===== config.mk =====
export PLATFORM = sky130hd
export DESIGN_NAME = mmio_io_bank_flat
export DESIGN_NICKNAME = d
export VERILOG_FILES = /design/src/rtl/mmio_io_bank_if.sv /design/src/rtl/mmio_io_bank.sv /design/src/flat_wrapper.sv
export SDC_FILE = /design/constraint.sdc
export NUM_CORES = 1
export LEC_CHECK = 0
export BUFFER_PORTS_ARGS = -buffer_cell sky130_fd_sc_hd__buf_2
export CAP_MARGIN = 20
export CORE_MARGIN = 2
export CORE_UTILIZATION = 53
export DETAILED_ROUTE_END_ITERATION = 7
export GPL_TIMING_DRIVEN = 0
export PLACE_DENSITY_LB_ADDON = 0.12
export SLEW_MARGIN = 15
export SYNTH_ARGS = -nofsm -noshare
export SYNTH_HDL_FRONTEND = slang
export SYNTH_SLANG_ARGS = --single-unit

===== constraint.sdc =====
create_clock -name clock -period 15.2 [get_ports clock]
set_input_delay 3.04 -clock clock [delete_from_list [all_inputs] [get_ports clock]]
set_output_delay 3.04 -clock clock [all_outputs]
set_load 0.01 [all_outputs]

===== src/rtl/mmio_io_bank_if.sv =====
// Data-memory bus port of the I/O bank: word address, strobes, store data and
// registered read data, plus the combinational address-hit flag.
interface mmio_io_bank_if;
    logic [11:0] addr;
    logic        wEn;
    logic        rEn;
    logic [31:0] dataIn;
    logic [31:0] dataOut;
    logic        hit;

    modport master (output addr, wEn, rEn, dataIn, input dataOut, hit);
    modport slave  (input addr, wEn, rEn, dataIn, output dataOut, hit);
endinterface


===== src/rtl/mmio_io_bank.sv =====
// Memory-mapped I/O bank: servo PWM channels with frame-aligned width updates
// and optional slew, synchronised buttons with sticky read-clear flags, tone reg.
module mmio_io_bank #(
    parameter int unsigned NUM_SERVO  = 3,
    parameter int unsigned NUM_BTN    = 6,
    parameter logic [11:0] BASE_ADDR  = 12'd32,
    parameter int unsigned PWM_PERIOD = 1000000,
    parameter int unsigned PULSE_MIN  = 25000,
    parameter int unsigned PULSE_STEP = 100,
    parameter int unsigned RAMP_DIV   = 0,
    parameter logic [9:0]  DUTY_RESET = 10'd512
) (
    input  logic                 clock,
    input  logic                 reset,
    mmio_io_bank_if.slave        bus,
    input  logic [NUM_BTN-1:0]   btn_in,
    output logic [NUM_SERVO-1:0] servo_out,
    output logic [3:0]           tone
);
    localparam int unsigned OFF_BTN  = 8;
    localparam int unsigned OFF_RAW  = 16;
    localparam int unsigned OFF_TONE = 17;
    localparam int unsigned OFF_BUSY = 18;

    logic [4:0] off;
    logic       hit_c;
    logic       wr_c;
    logic       rd_c;

    logic [NUM_BTN-1:0] sync1_q, sync2_q, prev_q, flag_q, flag_d;
    logic [NUM_BTN-1:0] edge_c, clr_c;

    logic [9:0]  target_q [NUM_SERVO];
    logic [9:0]  cur_q    [NUM_SERVO];
    logic [9:0]  cur_d    [NUM_SERVO];
    logic [31:0] width_q  [NUM_SERVO];
    logic [31:0] width_d  [NUM_SERVO];
    logic [NUM_SERVO-1:0] servo_q, servo_d, busy_c;

    logic [31:0] frame_q, ramp_q;
    logic        frame_start_c, ramp_tick_c;
    logic [3:0]  tone_q;
    logic [31:0] rdata_c, dataOut_q;
    logic        unused_data;

    // Block occupies the 32-word window starting at the aligned base address.
    assign off      = bus.addr[4:0];
    assign hit_c    = (bus.addr[11:5] == BASE_ADDR[11:5]);
    assign wr_c     = hit_c & bus.wEn;
    assign rd_c     = hit_c & bus.rEn & ~bus.wEn;
    assign bus.hit  = hit_c;
    assign bus.dataOut = dataOut_q;
    assign servo_out   = servo_q;
    assign tone        = tone_q;
    assign unused_data = ^bus.dataIn[31:10];

    assign frame_start_c = (frame_q == 32'd0);
    assign ramp_tick_c   = (RAMP_DIV != 0) && (ramp_q == 32'(RAMP_DIV - 1));

    // Button flags: a fresh edge outranks a clearing read in the same cycle.
    always_comb begin
        edge_c = sync2_q & ~prev_q;
        clr_c  = '0;
        for (int i = 0; i < NUM_BTN; i++) begin
            if (rd_c && (off == 5'(OFF_BTN + i))) clr_c[i] = 1'b1;
        end
        flag_d = (flag_q & ~clr_c) | edge_c;
    end

    // Servo slew, width latch at frame start (from pre-update current), PWM compare.
    always_comb begin
        for (int i = 0; i < NUM_SERVO; i++) begin
            cur_d[i] = cur_q[i];
            if (RAMP_DIV == 0) begin
                cur_d[i] = target_q[i];
            end else if (ramp_tick_c && (cur_q[i] < target_q[i])) begin
                cur_d[i] = cur_q[i] + 10'd1;
            end else if (ramp_tick_c && (cur_q[i] > target_q[i])) begin
                cur_d[i] = cur_q[i] - 10'd1;
            end
            width_d[i] = width_q[i];
            if (frame_start_c) begin
                width_d[i] = 32'(PULSE_MIN) + 32'(cur_q[i]) * 32'(PULSE_STEP);
            end
            servo_d[i] = (frame_q < width_d[i]);
            busy_c[i]  = (cur_q[i] != target_q[i]);
        end
    end

    // Read mux; unmapped offsets return zero.
    always_comb begin
        rdata_c = '0;
        for (int i = 0; i < NUM_SERVO; i++) begin
            if (off == 5'(i)) rdata_c = 32'(target_q[i]);
        end
        for (int i = 0; i < NUM_BTN; i++) begin
            if (off == 5'(OFF_BTN + i)) rdata_c = 32'(flag_q[i]);
        end
        if (off == 5'(OFF_RAW))  rdata_c = 32'(sync2_q);
        if (off == 5'(OFF_TONE)) rdata_c = 32'(tone_q);
        if (off == 5'(OFF_BUSY)) rdata_c = 32'(busy_c);
    end

    always_ff @(posedge clock) begin
        if (reset) begin
            sync1_q   <= '0;
            sync2_q   <= '0;
            prev_q    <= '0;
            flag_q    <= '0;
            frame_q   <= '0;
            ramp_q    <= '0;
            servo_q   <= '0;
            tone_q    <= '0;
            dataOut_q <= '0;
            for (int i = 0; i < NUM_SERVO; i++) begin
                target_q[i] <= DUTY_RESET;
                cur_q[i]    <= DUTY_RESET;
                width_q[i]  <= '0;
            end
        end else begin
            sync1_q <= btn_in;
            sync2_q <= sync1_q;
            prev_q  <= sync2_q;
            flag_q  <= flag_d;
            frame_q <= (frame_q == 32'(PWM_PERIOD - 1)) ? 32'd0 : frame_q + 32'd1;
            ramp_q  <= ((RAMP_DIV == 0) || ramp_tick_c) ? 32'd0 : ramp_q + 32'd1;
            servo_q <= servo_d;
            for (int i = 0; i < NUM_SERVO; i++) begin
                cur_q[i]   <= cur_d[i];
                width_q[i] <= width_d[i];
                if (wr_c && (off == 5'(i))) target_q[i] <= bus.dataIn[9:0];
            end
            if (wr_c && (off == 5'(OFF_TONE))) tone_q <= bus.dataIn[3:0];
            if (rd_c) dataOut_q <= rdata_c;
        end
    end
endmodule


===== src/flat_wrapper.sv =====
// flat-port wrapper written by rule: the top's interface ports become plain ports
module mmio_io_bank_flat 
#(
    parameter int unsigned NUM_SERVO  = 3,
    parameter int unsigned NUM_BTN    = 6,
    parameter logic [11:0] BASE_ADDR  = 12'd32,
    parameter int unsigned PWM_PERIOD = 1000000,
    parameter int unsigned PULSE_MIN  = 25000,
    parameter int unsigned PULSE_STEP = 100,
    parameter int unsigned RAMP_DIV   = 0,
    parameter logic [9:0]  DUTY_RESET = 10'd512
)
  (clock, reset, btn_in, servo_out, tone, bus_addr, bus_wEn, bus_rEn, bus_dataIn, bus_dataOut, bus_hit);
  mmio_io_bank_if bus_i ();
  input  logic clock;
  input  logic reset;
  input  logic [NUM_BTN-1:0] btn_in;
  output logic [NUM_SERVO-1:0] servo_out;
  output logic [3:0] tone;
  input wire logic [$bits(bus_i.addr)-1:0] bus_addr;
  input wire logic [$bits(bus_i.wEn)-1:0] bus_wEn;
  input wire logic [$bits(bus_i.rEn)-1:0] bus_rEn;
  input wire logic [$bits(bus_i.dataIn)-1:0] bus_dataIn;
  output wire logic [$bits(bus_i.dataOut)-1:0] bus_dataOut;
  output wire logic [$bits(bus_i.hit)-1:0] bus_hit;
  assign bus_i.addr = bus_addr;
  assign bus_i.wEn = bus_wEn;
  assign bus_i.rEn = bus_rEn;
  assign bus_i.dataIn = bus_dataIn;
  assign bus_dataOut = bus_i.dataOut;
  assign bus_hit = bus_i.hit;
  mmio_io_bank #(.NUM_SERVO(NUM_SERVO), .NUM_BTN(NUM_BTN), .BASE_ADDR(BASE_ADDR), .PWM_PERIOD(PWM_PERIOD), .PULSE_MIN(PULSE_MIN), .PULSE_STEP(PULSE_STEP), .RAMP_DIV(RAMP_DIV), .DUTY_RESET(DUTY_RESET)) u_core (.clock(clock), .reset(reset), .bus(bus_i), .btn_in(btn_in), .servo_out(servo_out), .tone(tone));
endmodule

==> run_results.csv <==
group,metric,value,unit
flow_run,drv_cap,0,
synth,synthTopCellsByArea,"dfxtp_1 (28%), ha_1 (18%), edfxtp_1 (6.4%)",
hold_path,hold_path.class,"flip-flop to flip-flop",
route,wl,33890,um
critical_path,worstSetupStartpointType,"input pin",
sta,clock_skew,0.01091,ns
clock_network,clk_pin_slew,0.05,ns
clock_network,cts_tree,"yes",
route,drtIter0Drc,607,
clock_network,cts_buffer_depth,3,
grt,grt_pass1_wl,54740,um
clock_network,cts_setup_buffers,0,
clock_network,h-tree-depth,1,
hold_path,hp-start,"u_core.sync1_q[3]",
synth,synth_largest_area_cell,"dfxtp_1",
sta,grt_setup_unrepaired,"no",
sta,period_minus_slack,6.934,ns
synth,synth_cell_type_count,77,
floorplanning,die_h,167.4,um
critical_path,rr_worst_depth,17,
placement,dpl_cell_area,0.01490,mm^2
clock_network,cts_resized,0,
synth,yosysWarnings,0,
route,drcViolationCount,2,
final_layout,fin_nets,1893,
floorplanning,die_w,167.4,um
power_and_ir_drop,finalPower,1.737,mW
sta,fin_crit_sh,45.62,%
clock_network,cts_sinks,229,
sta,max_slew_margin,38.26,%
grt,grt_overflow,0,
power_and_ir_drop,p_per_area,110.1,mW/mm^2
critical_path,r2r_setup_slack,9.18,ns
route,vias,10931,
clock_network,cts_inserted_buffers,26,
sta,slew_viol_final,0,
floorplanning,core_area,0.02613,mm^2
hold_path,holdPathStages,1,
sta,worst_pin_slew,0.9206,ns
power_and_ir_drop,leakagePower,7.145,nW
grt,track_usage,24.21,%
route,dr.pass1.iters,7,
route,ant_nets,0,
final_layout,diodes,0,
synth,avgSynthCellArea,9.252,um^2
final_layout,drive_above_1_share,9.373,%
critical_path,worstPathRequired,12.16,ns
status,violations,"DRC",
placement,portBuffers,46,
placement,dp_hpwl,26060,um
floorplanning,io_pins,94,
synth,ys_ff_latch,229,
clock_network,clk_latency,0.52,ns
route,drt-wirelength-per-cell,17.13,um
synth,synth_edf_count,30,
critical_path,worstPathArrival,3.89,ns
synth,synth_top_area_share,28.14,%
critical_path,crit_fanout,4,
synth,yosysSeqAreaShare,34.51,%
sta,setup_viol,0,
final_layout,final_cell_area,0.01578,mm^2
clock_network,cts_root_buffer,"clkbuf_16",
hold_path,min_to,"u_core.sync2_q[3]",
route,vias_per_cell,5.526,
status,outcome,"finished, violations left",
sta,fmaxAchievable,144.2,MHz
placement,gp_congestion,0.8807,
grt,grt_max_degree,14,
synth,async_flop_share,0,%
grt,antenna_found_initial,0,
critical_path,rr_startpoint,"u_core.cur_q[0][22]",
synth,synth_area,0.01415,mm^2
sta,hold_viol_final,0,
floorplanning,rows,59,
critical_path,path_class,"input pin to output pin",
critical_path,critical_path.endpoint_type,"output pin",
final_layout,area_growth,11.46,%
grt,grt_pass1_vias,10558,
floorplanning,start_util,54.17,%
synth,ys.flop_type,"dfxtp_1",
sta,setup_tns,0,ns
power_and_ir_drop,ir_drop,0.08617,mV
synth,synth_cells,1530,
clock_network,postCtsHoldBufs,0,
critical_path,reg2reg_to,"u_core.servo_out[2]",
floorplanning,dieArea,0.02803,mm^2
flip-flops by register name, summed over array words and instances (netlist names):
register,cells
u_core.width_q,96
u_core.sync1_q,6
u_core.bus.dataOut,10
u_core.frame_q,32
u_core.sync2_q,6
u_core.servo_out,3
u_core.target_q,30
u_core.cur_q,30
u_core.flag_q,6
u_core.prev_q,6
u_core.tone,4
area by class of cell:
type | count | area (um^2)
clock inverter | 9 | 123.9
clock buffer | 36 | 750.7
timing repair buffer | 47 | 237.7
multi-input combinational | 1174 | 8700
buffer | 68 | 360.3
fill | 2358 | 10360
inverter | 80 | 300.3
tap | 335 | 419.2
sequential | 229 | 4885
layout by cell type (no fill, tap or decap), types with 6 or more instances in the layout:
cell type,instances
nand3_1,30
or3_1,6
edfxtp_1,30
o21ai_0,39
or2_2,6
and2_1,64
inv_1,80
a2111oi_0,6
mux2i_1,21
conb_1,22
nand4_1,30
xor2_1,68
ha_1,198
o21a_1,10
clkbuf_16,28
clkbuf_1,40
fa_1,15
nor2_1,165
a21oi_1,90
a21o_1,36
nor3_1,15
nor2b_1,60
and3_1,10
a311oi_1,6
nand2_1,84
a222oi_1,8
buf_4,23
a211oi_1,17
dfxtp_1,199
nand2b_1,15
xnor2_1,33
buf_2,48
buf_1,8
nor4_1,19
metrics by stage:
| step | util (%) | hold slack, ns | setup slack, ns | std cells |
|---|---|---|---|---|
| CTS | 60.35 | 0.4373 | 8.270 | 1978 |
| detailed placement | 57.00 | 0.4245 | 8.274 | 1933 |
| global route | 60.37 | 0.4590 | 8.175 | 1978 |
| global placement | 56.95 | 0.4174 | 8.333 | 1932 |
| floorplan | - | 0.4138 | 8.549 | 1551 |
| finish | 60.37 | 0.4334 | 8.266 | 1978 |
per-layer routing:
| layer | GRT usage [%] | wire length (um) | vias up |
|---|---|---|---|
| li1 | - | - | 5534 |
| met4 | 5.028 | 546 | 0 |
| met5 | 0 | 0 | - |
| met1 | 33.75 | 16300 | 5155 |
| met2 | 39.91 | 15420 | 203 |
| met3 | 3.853 | 1620 | 39 |
critical path: stages:
cell and delay [ns]:
buf_2 0.09, nor4_1 0.26, and3_1 0.20, clkbuf_1 0.15
buf_2 0.15
logic make-up (layout without fill, tap and decap cells):
group	count (synthesis)	after routing	share of synthesized area, %
fa+ha+maj	213	213	19.62
buf+inv	148	240	4.667
mux	24	24	1.724
compound gates	277	277	13.61
flops	229	229	34.51
xor+xnor	101	101	6.249
simple gates	537	537	19.59
other cells	1	22	0.02649
report_power, final:
group          total (mW)  switching (mW)  internal, mW
sequential          0.672          0.0229         0.650
clock               0.640           0.246         0.394
combinational       0.424           0.251         0.172
total                1.74           0.521          1.22
synthesized netlist by cell type, types with 8 or more instances:
cell,instances
dfxtp_1,199
ha_1,198
nor2_1,165
a21oi_1,90
nand2_1,84
inv_1,80
xor2_1,68
and2_1,64
nor2b_1,60
o21ai_0,39
a21o_1,36
clkbuf_1,34
xnor2_1,33
edfxtp_1,30
nand3_1,30
nand4_1,30
buf_4,22
mux2i_1,21
nor4_1,20
a211oi_1,17
fa_1,15
nand2b_1,15
nor3_1,15
and3_1,10
o21a_1,10
a222oi_1,8
buf_1,8
worst max path at each step:
stage / startpoint / end / slack [ns]
final: bus_addr[7] / bus_hit / 8.27
after detailed placement: bus_addr[7] / bus_hit / 8.27
after global placement: bus_addr[7] / bus_hit / 8.33
after CTS: bus_addr[7] / bus_hit / 8.27
after global routing: bus_addr[7] / bus_hit / 8.18
after floorplan: bus_addr[7] / bus_hit / 8.55
No activity file was read; power rests on OpenSTA's default activity.
